File: src/rtl/dram_resp_buffer.sv
// Elastic burst FIFO between the DRAM model's valid-only response pulses and a ready/valid consumer.
// Optional occupancy statistics (resp_total, hi_water) are built when DRAM_RESP_BUFFER_STATS_EN is defined.
module dram_resp_buffer #(
  parameter int unsigned DEPTH = 8,
  parameter int unsigned WORDS = 16,
  parameter int unsigned TAG_W = 32,
  parameter int unsigned CNT_W = $clog2(DEPTH + 1)
) (
  input  logic                  clock,
  input  logic                  reset,
  input  logic                  clear,
  input  logic                  in_valid,
  output logic                  in_ready,
  input  logic [32*WORDS-1:0]   in_rdata,
  input  logic [TAG_W-1:0]      in_tag,
  input  logic [TAG_W-1:0]      in_streamId,
  output logic                  out_valid,
  input  logic                  out_ready,
  output logic [32*WORDS-1:0]   out_rdata,
  output logic [TAG_W-1:0]      out_tag,
  output logic [TAG_W-1:0]      out_streamId,
  output logic [CNT_W-1:0]      count,
  output logic                  overflow
`ifdef DRAM_RESP_BUFFER_STATS_EN
  ,
  output logic [31:0]           resp_total,
  output logic [CNT_W-1:0]      hi_water
`endif
);

  localparam int unsigned DATA_W = 32 * WORDS;
  localparam int unsigned PTR_W  = (DEPTH > 1) ? $clog2(DEPTH) : 1;
  localparam logic [PTR_W-1:0] LAST_PTR = PTR_W'(DEPTH - 1);
  localparam logic [CNT_W-1:0] FULL_CNT = CNT_W'(DEPTH);

  logic [DATA_W-1:0] mem_rdata [DEPTH];
  logic [TAG_W-1:0]  mem_tag   [DEPTH];
  logic [TAG_W-1:0]  mem_sid   [DEPTH];

  logic [PTR_W-1:0] rd_ptr, wr_ptr;
  logic [PTR_W-1:0] rd_ptr_nxt, wr_ptr_nxt;
  logic [CNT_W-1:0] count_nxt;
  logic             push, pop, drop;

  // in_ready/out_valid are flops, so neither depends combinationally on out_ready
  assign push = in_valid & in_ready;
  assign pop  = out_valid & out_ready;
  assign drop = in_valid & ~in_ready;

  // Next-state pointers and occupancy; clear overrides any push/pop in the same cycle
  always_comb begin
    rd_ptr_nxt = rd_ptr;
    wr_ptr_nxt = wr_ptr;
    count_nxt  = count;
    if (clear) begin
      rd_ptr_nxt = '0;
      wr_ptr_nxt = '0;
      count_nxt  = '0;
    end else begin
      if (push) begin
        wr_ptr_nxt = (wr_ptr == LAST_PTR) ? '0 : wr_ptr + PTR_W'(1);
      end
      if (pop) begin
        rd_ptr_nxt = (rd_ptr == LAST_PTR) ? '0 : rd_ptr + PTR_W'(1);
      end
      case ({push, pop})
        2'b10:   count_nxt = count + CNT_W'(1);
        2'b01:   count_nxt = count - CNT_W'(1);
        default: count_nxt = count;
      endcase
    end
  end

  always_ff @(posedge clock or posedge reset) begin
    if (reset) begin
      rd_ptr    <= '0;
      wr_ptr    <= '0;
      count     <= '0;
      out_valid <= 1'b0;
      in_ready  <= 1'b1;
      overflow  <= 1'b0;
    end else begin
      rd_ptr    <= rd_ptr_nxt;
      wr_ptr    <= wr_ptr_nxt;
      count     <= count_nxt;
      out_valid <= (count_nxt != '0);
      in_ready  <= (count_nxt != FULL_CNT);
      overflow  <= clear ? 1'b0 : (overflow | drop);
    end
  end

  // Burst storage is intentionally not reset; contents are only observed while out_valid is high
  always_ff @(posedge clock) begin
    if (push && !clear) begin
      mem_rdata[wr_ptr] <= in_rdata;
      mem_tag[wr_ptr]   <= in_tag;
      mem_sid[wr_ptr]   <= in_streamId;
    end
  end

  assign out_rdata    = mem_rdata[rd_ptr];
  assign out_tag      = mem_tag[rd_ptr];
  assign out_streamId = mem_sid[rd_ptr];

`ifdef DRAM_RESP_BUFFER_STATS_EN
  // Accepted-push total and peak occupancy, tracked alongside count
  always_ff @(posedge clock or posedge reset) begin
    if (reset) begin
      resp_total <= '0;
      hi_water   <= '0;
    end else if (clear) begin
      resp_total <= '0;
      hi_water   <= '0;
    end else begin
      resp_total <= resp_total + 32'(push);
      if (count_nxt > hi_water) begin
        hi_water <= count_nxt;
      end
    end
  end
`endif

endmodule

File: config.mk
export PLATFORM = sky130hd
export DESIGN_NAME = dram_resp_buffer
export DESIGN_NICKNAME = d
export VERILOG_FILES = /design/src/rtl/dram_resp_buffer.sv
export SDC_FILE = /design/constraint.sdc
export NUM_CORES = 2
export LEC_CHECK = 0
export ABC_AREA = 0
export BUFFER_PORTS_ARGS = -buffer_cell sky130_fd_sc_hd__buf_2
export CAP_MARGIN = 20
export CORE_MARGIN = 2
export CORE_UTILIZATION = 28
export CTS_BUF_LIST = sky130_fd_sc_hd__clkbuf_4
export DETAILED_ROUTE_END_ITERATION = 10
export PLACE_DENSITY = 0.54
export SLEW_MARGIN = 20
export SYNTH_ARGS = -nofsm -noshare
export SYNTH_HDL_FRONTEND = slang
export SYNTH_MEMORY_MAX_BITS = 65536
export SYNTH_SLANG_ARGS = --single-unit
File: constraint.sdc
create_clock -name clock -period 129.2 [get_ports clock]
set_input_delay 12.92 -clock clock [delete_from_list [all_inputs] [get_ports clock]]
set_output_delay 12.92 -clock clock [all_outputs]
set_load 0.02 [all_outputs]
==> summary.txt <==
Logic synthesis
  • Cell variety after synth: 28
  • Post-Syn Area: 173000 um^2
  • Post-synth EDFFs: 4608
  • Top post-synthesis cells by count: 4608 x edfxtp_1, 1152 x mux4_2, 576 x mux2_2, 130 x buf_2, 111 x clkbuf_1
  • Area share of the largest cell type after synthesis: 79.97%
  • Synth Area per Inst: 25.67 um^2
  • Largest cells by area after synthesis: edfxtp_1 80%, mux4_2 15%, mux2_2 3.7%
  • Synth Flop Type: edfxtp_1
  • Synth Register Bits: 4621
  • Yosys top cell by area: edfxtp_1
  • Sequential area share after synthesis: 80.15%
  • Ys async rst share: 0.2813%
  • Mapped Cells: 6742
  • Mapped Nets: 7328
  • Ys Warns: 0
  • Count leader, synth: edfxtp_1

Clock tree
  • Total clock buffers created by CTS: 1270
  • Clk slew on worst S/H paths: 0.06 ns
  • Clock latency on the worst-skew pair: 1.84 ns
  • TritonCTS clock tree: done
  • Hold Buf Count CTS: 0
  • Clk sinks: 4621
  • Largest buffer count on any clock path: 5
  • Post-CTS Setup Bufs: 0
  • H-Tree Depth: 7
  • Clock root cell: clkbuf_4
  • CTS resizes: 0

Global routing
  • First-pass GRT wire length: 633700 um
  • Largest net degree at the start of global routing: 119
  • GR Overflow Total: 0
  • Initial antenna violation count: 272
  • Vias in the first global route: 87680
  • Total track usage: 14.13%

STA
  • Pins Over Slew Limit: 0
  • Clk_skew: 0.1252 ns
  • Max_slew headroom: 26.34%
  • Slew at the pin closest to its max-slew limit: 1.105 ns
  • Fin crit share: 16.16%
  • Unrepaired setup endpoints after global routing: no
  • Final setup viols: 0
  • Crit path time final: 20.88 ns
  • Fmax: 47.90 MHz
  • Final setup TNS: 0 ns
  • Final hold vios: 0
  • Setup ws final: 108.32 ns

Cells and area
  • Final design utilization: 33.16%
  • Layout net count: 9605
  • Synthesis-to-layout area growth: 17.93%
  • Layout cells sized above 1: 50.30%
  • Post-route cell area: 204100 um^2

Die
  • Rows: 288
  • Die Span X: 790.1 um
  • Die H: 790.1 um
  • Die area: 624300 um^2
  • IO Pins: 1164
  • Starting density of the core: 28.12%
  • Core area: 615500 um^2

Min path
  • Worst hold stages: 2
  • Worst Hold Class: reg -> reg
  • Hold Crit Start: overflow
  • WHS Endpoint: overflow

Placement
  • DP HPWL: 268300 um
  • Post-DP Area: 189100 um^2
  • Dpl ws: 109.76 ns
  • Input/output buffers: 1163
  • Routability cong.: 0.7671

Setup path
  • FF-to-FF path depth: 10
  • Worst setup SP type: flip-flop
  • Worst path buffer plus inverter count: 6
  • Largest fanout on the critical path: 72
  • Crit-path leading delay family: buffers and inverters
  • Cell mode on critical path: buf_4
  • Crit-path max cell delay: 1.04 ns
  • Worst Setup End Kind: primary output
  • WP data required: 116.28 ns
  • Cell Chain, Critical Path: buf_12 > buf_4 > buf_4 > buf_4 > buf_4 > mux4_2 > mux2_2 > buf_2
  • Slowest CP cell: dfrtp_4
  • Startpoint of the worst register-to-register path: in_ready
  • Crit path kind: reg -> out
  • WP data arrival: 7.96 ns
  • Reg2reg end: mem_rdata[0][373]
  • Reg-to-reg slack, setup: 122.85 ns

Power and ir drop
  • Pwr dens: 16.02 nW/um^2
  • P_leak: 64.36 nW
  • Internal Pwr Total: 0.002482 W
  • Net Sw Power: 0.0007860 W
  • Comb power frac: 10.8%
  • Clock power frac: 37.7%
  • Worst vdd ir: 11.53 uV
  • Sw frac: 24.05%
  • Seq pwr share: 51.5%
  • Final Power: 0.003268 W

Outcome
  • Outcome: finished, final reports clean

Detailed routing
  • Vias/cell: 4.584
  • DR DRC count: 0
  • Drt first pass iters: 5
  • DRT iter0 DRCs: 6495
  • Routed Antenna Nets: 0
  • Routed len/inst: 24.99 um
  • Via count: 82460
  • DRT Wirelength: 449600 um

Flow run
  • Max cap viols: 0
registers in the layout (all words and copies together) (netlist names):
signal / cells
mem_sid: 256
overflow: 1
rd_ptr: 3
mem_rdata: 4096
in_ready: 1
count: 4
out_valid: 1
wr_ptr: 3
mem_tag: 256
layer usage:
layer | share of wire (%) | GRT usage, % | up-vias
met1 | 37 | 15.71 | 43640
met2 | 51 | 23.96 | 3092
met3 | 7.2 | 4.902 | 1072
li1 | - | - | 34570
met4 | 4.3 | 7.327 | 92
met5 | 0.13 | 0 | -
logic make-up after synthesis:
family | share of synthesized area [%]
AOI/OAI and AO/OA | 0.03543
xor gates and xnor gates | 0.03037
adders and majority gates | 0.03615
buffers and inverters | 0.8814
DFF | 80.15
muxes | 18.75
and+or+nand+nor | 0.1092
worst max path at each step:
stage / depth (start not counted) / slack [ns] / end / from
6_report: 8 / 108.32 / out_rdata[372] / rd_ptr[0]
5_1_grt: 8 / 107.29 / out_rdata[372] / rd_ptr[0]
4_1_cts: 8 / 107.69 / out_rdata[323] / rd_ptr[0]
3_5_place_dp: 8 / 109.76 / out_rdata[372] / rd_ptr[0]
3_3_place_gp: 8 / 109.83 / out_rdata[323] / rd_ptr[0]
2_1_floorplan: 5 / 74.58 / mem_rdata[0][0] / in_valid
tightest hold or removal path: stages, from the launching register on:
cell     delay (ns)
dfrtp_1        0.34
a21oi_1        0.04
nor2_1         0.07
power by group through the flow:
stage	clock network [W]	registers, W	logic (W)
floorplan	0	0.00175	0.000230
global placement	0	0.00171	0.000357
detailed placement	0	0.00172	0.000361
CTS	0.00128	0.00168	0.000362
global route	0.00136	0.00168	0.000375
finish	0.00123	0.00168	0.000353
per-stage QoR:
stage,std cells,hold slack [ns]
after floorplan,6742,0.5504
after global placement,15870,0.4838
after detailed placement,15870,0.4856
after CTS,17880,0.5011
after global routing,17950,0.5406
final,17990,0.4985
layout by cell type, fill, tap and decap left out:
cell type / instances
edfxtp_1: 4608
clkbuf_4: 1771
buf_2: 1163
mux4_2: 1152
mux2_2: 576
clkinv_1: 170
buf_4: 144
diode_2: 113
clkinv_2: 31
buf_12: 19
inv_2: 18
bufinv_16: 17
nand2_1: 12
nor2_1: 11
dfrtp_1: 9
a21oi_1: 7
nor2_4: 6
ha_1: 5
inv_1: 4
nor3_1: 4
xnor2_1: 3
xor2_1: 3
nand2b_1: 3
dfrtp_4: 3
mux2i_1: 2
nor3_2: 2
clkinv_4: 2
buf_16: 2
and2_1: 1
a21boi_0: 1
nor3b_1: 1
a22oi_1: 1
o21ai_0: 1
nand4bb_1: 1
or3_1: 1
a31oi_1: 1
inv_6: 1
dfstp_2: 1
final cells by class:
class,count,area (um^2)
antenna,113,282.8
clock buffer,1771,13300
clock inverter,239,1398
fill,58180,411400
inverter,4,15.01
multi-input combinational,1794,32870
sequential,4621,138700
tap,8120,10160
timing repair buffer,1328,7337
(Power assumes the default switching activity.)
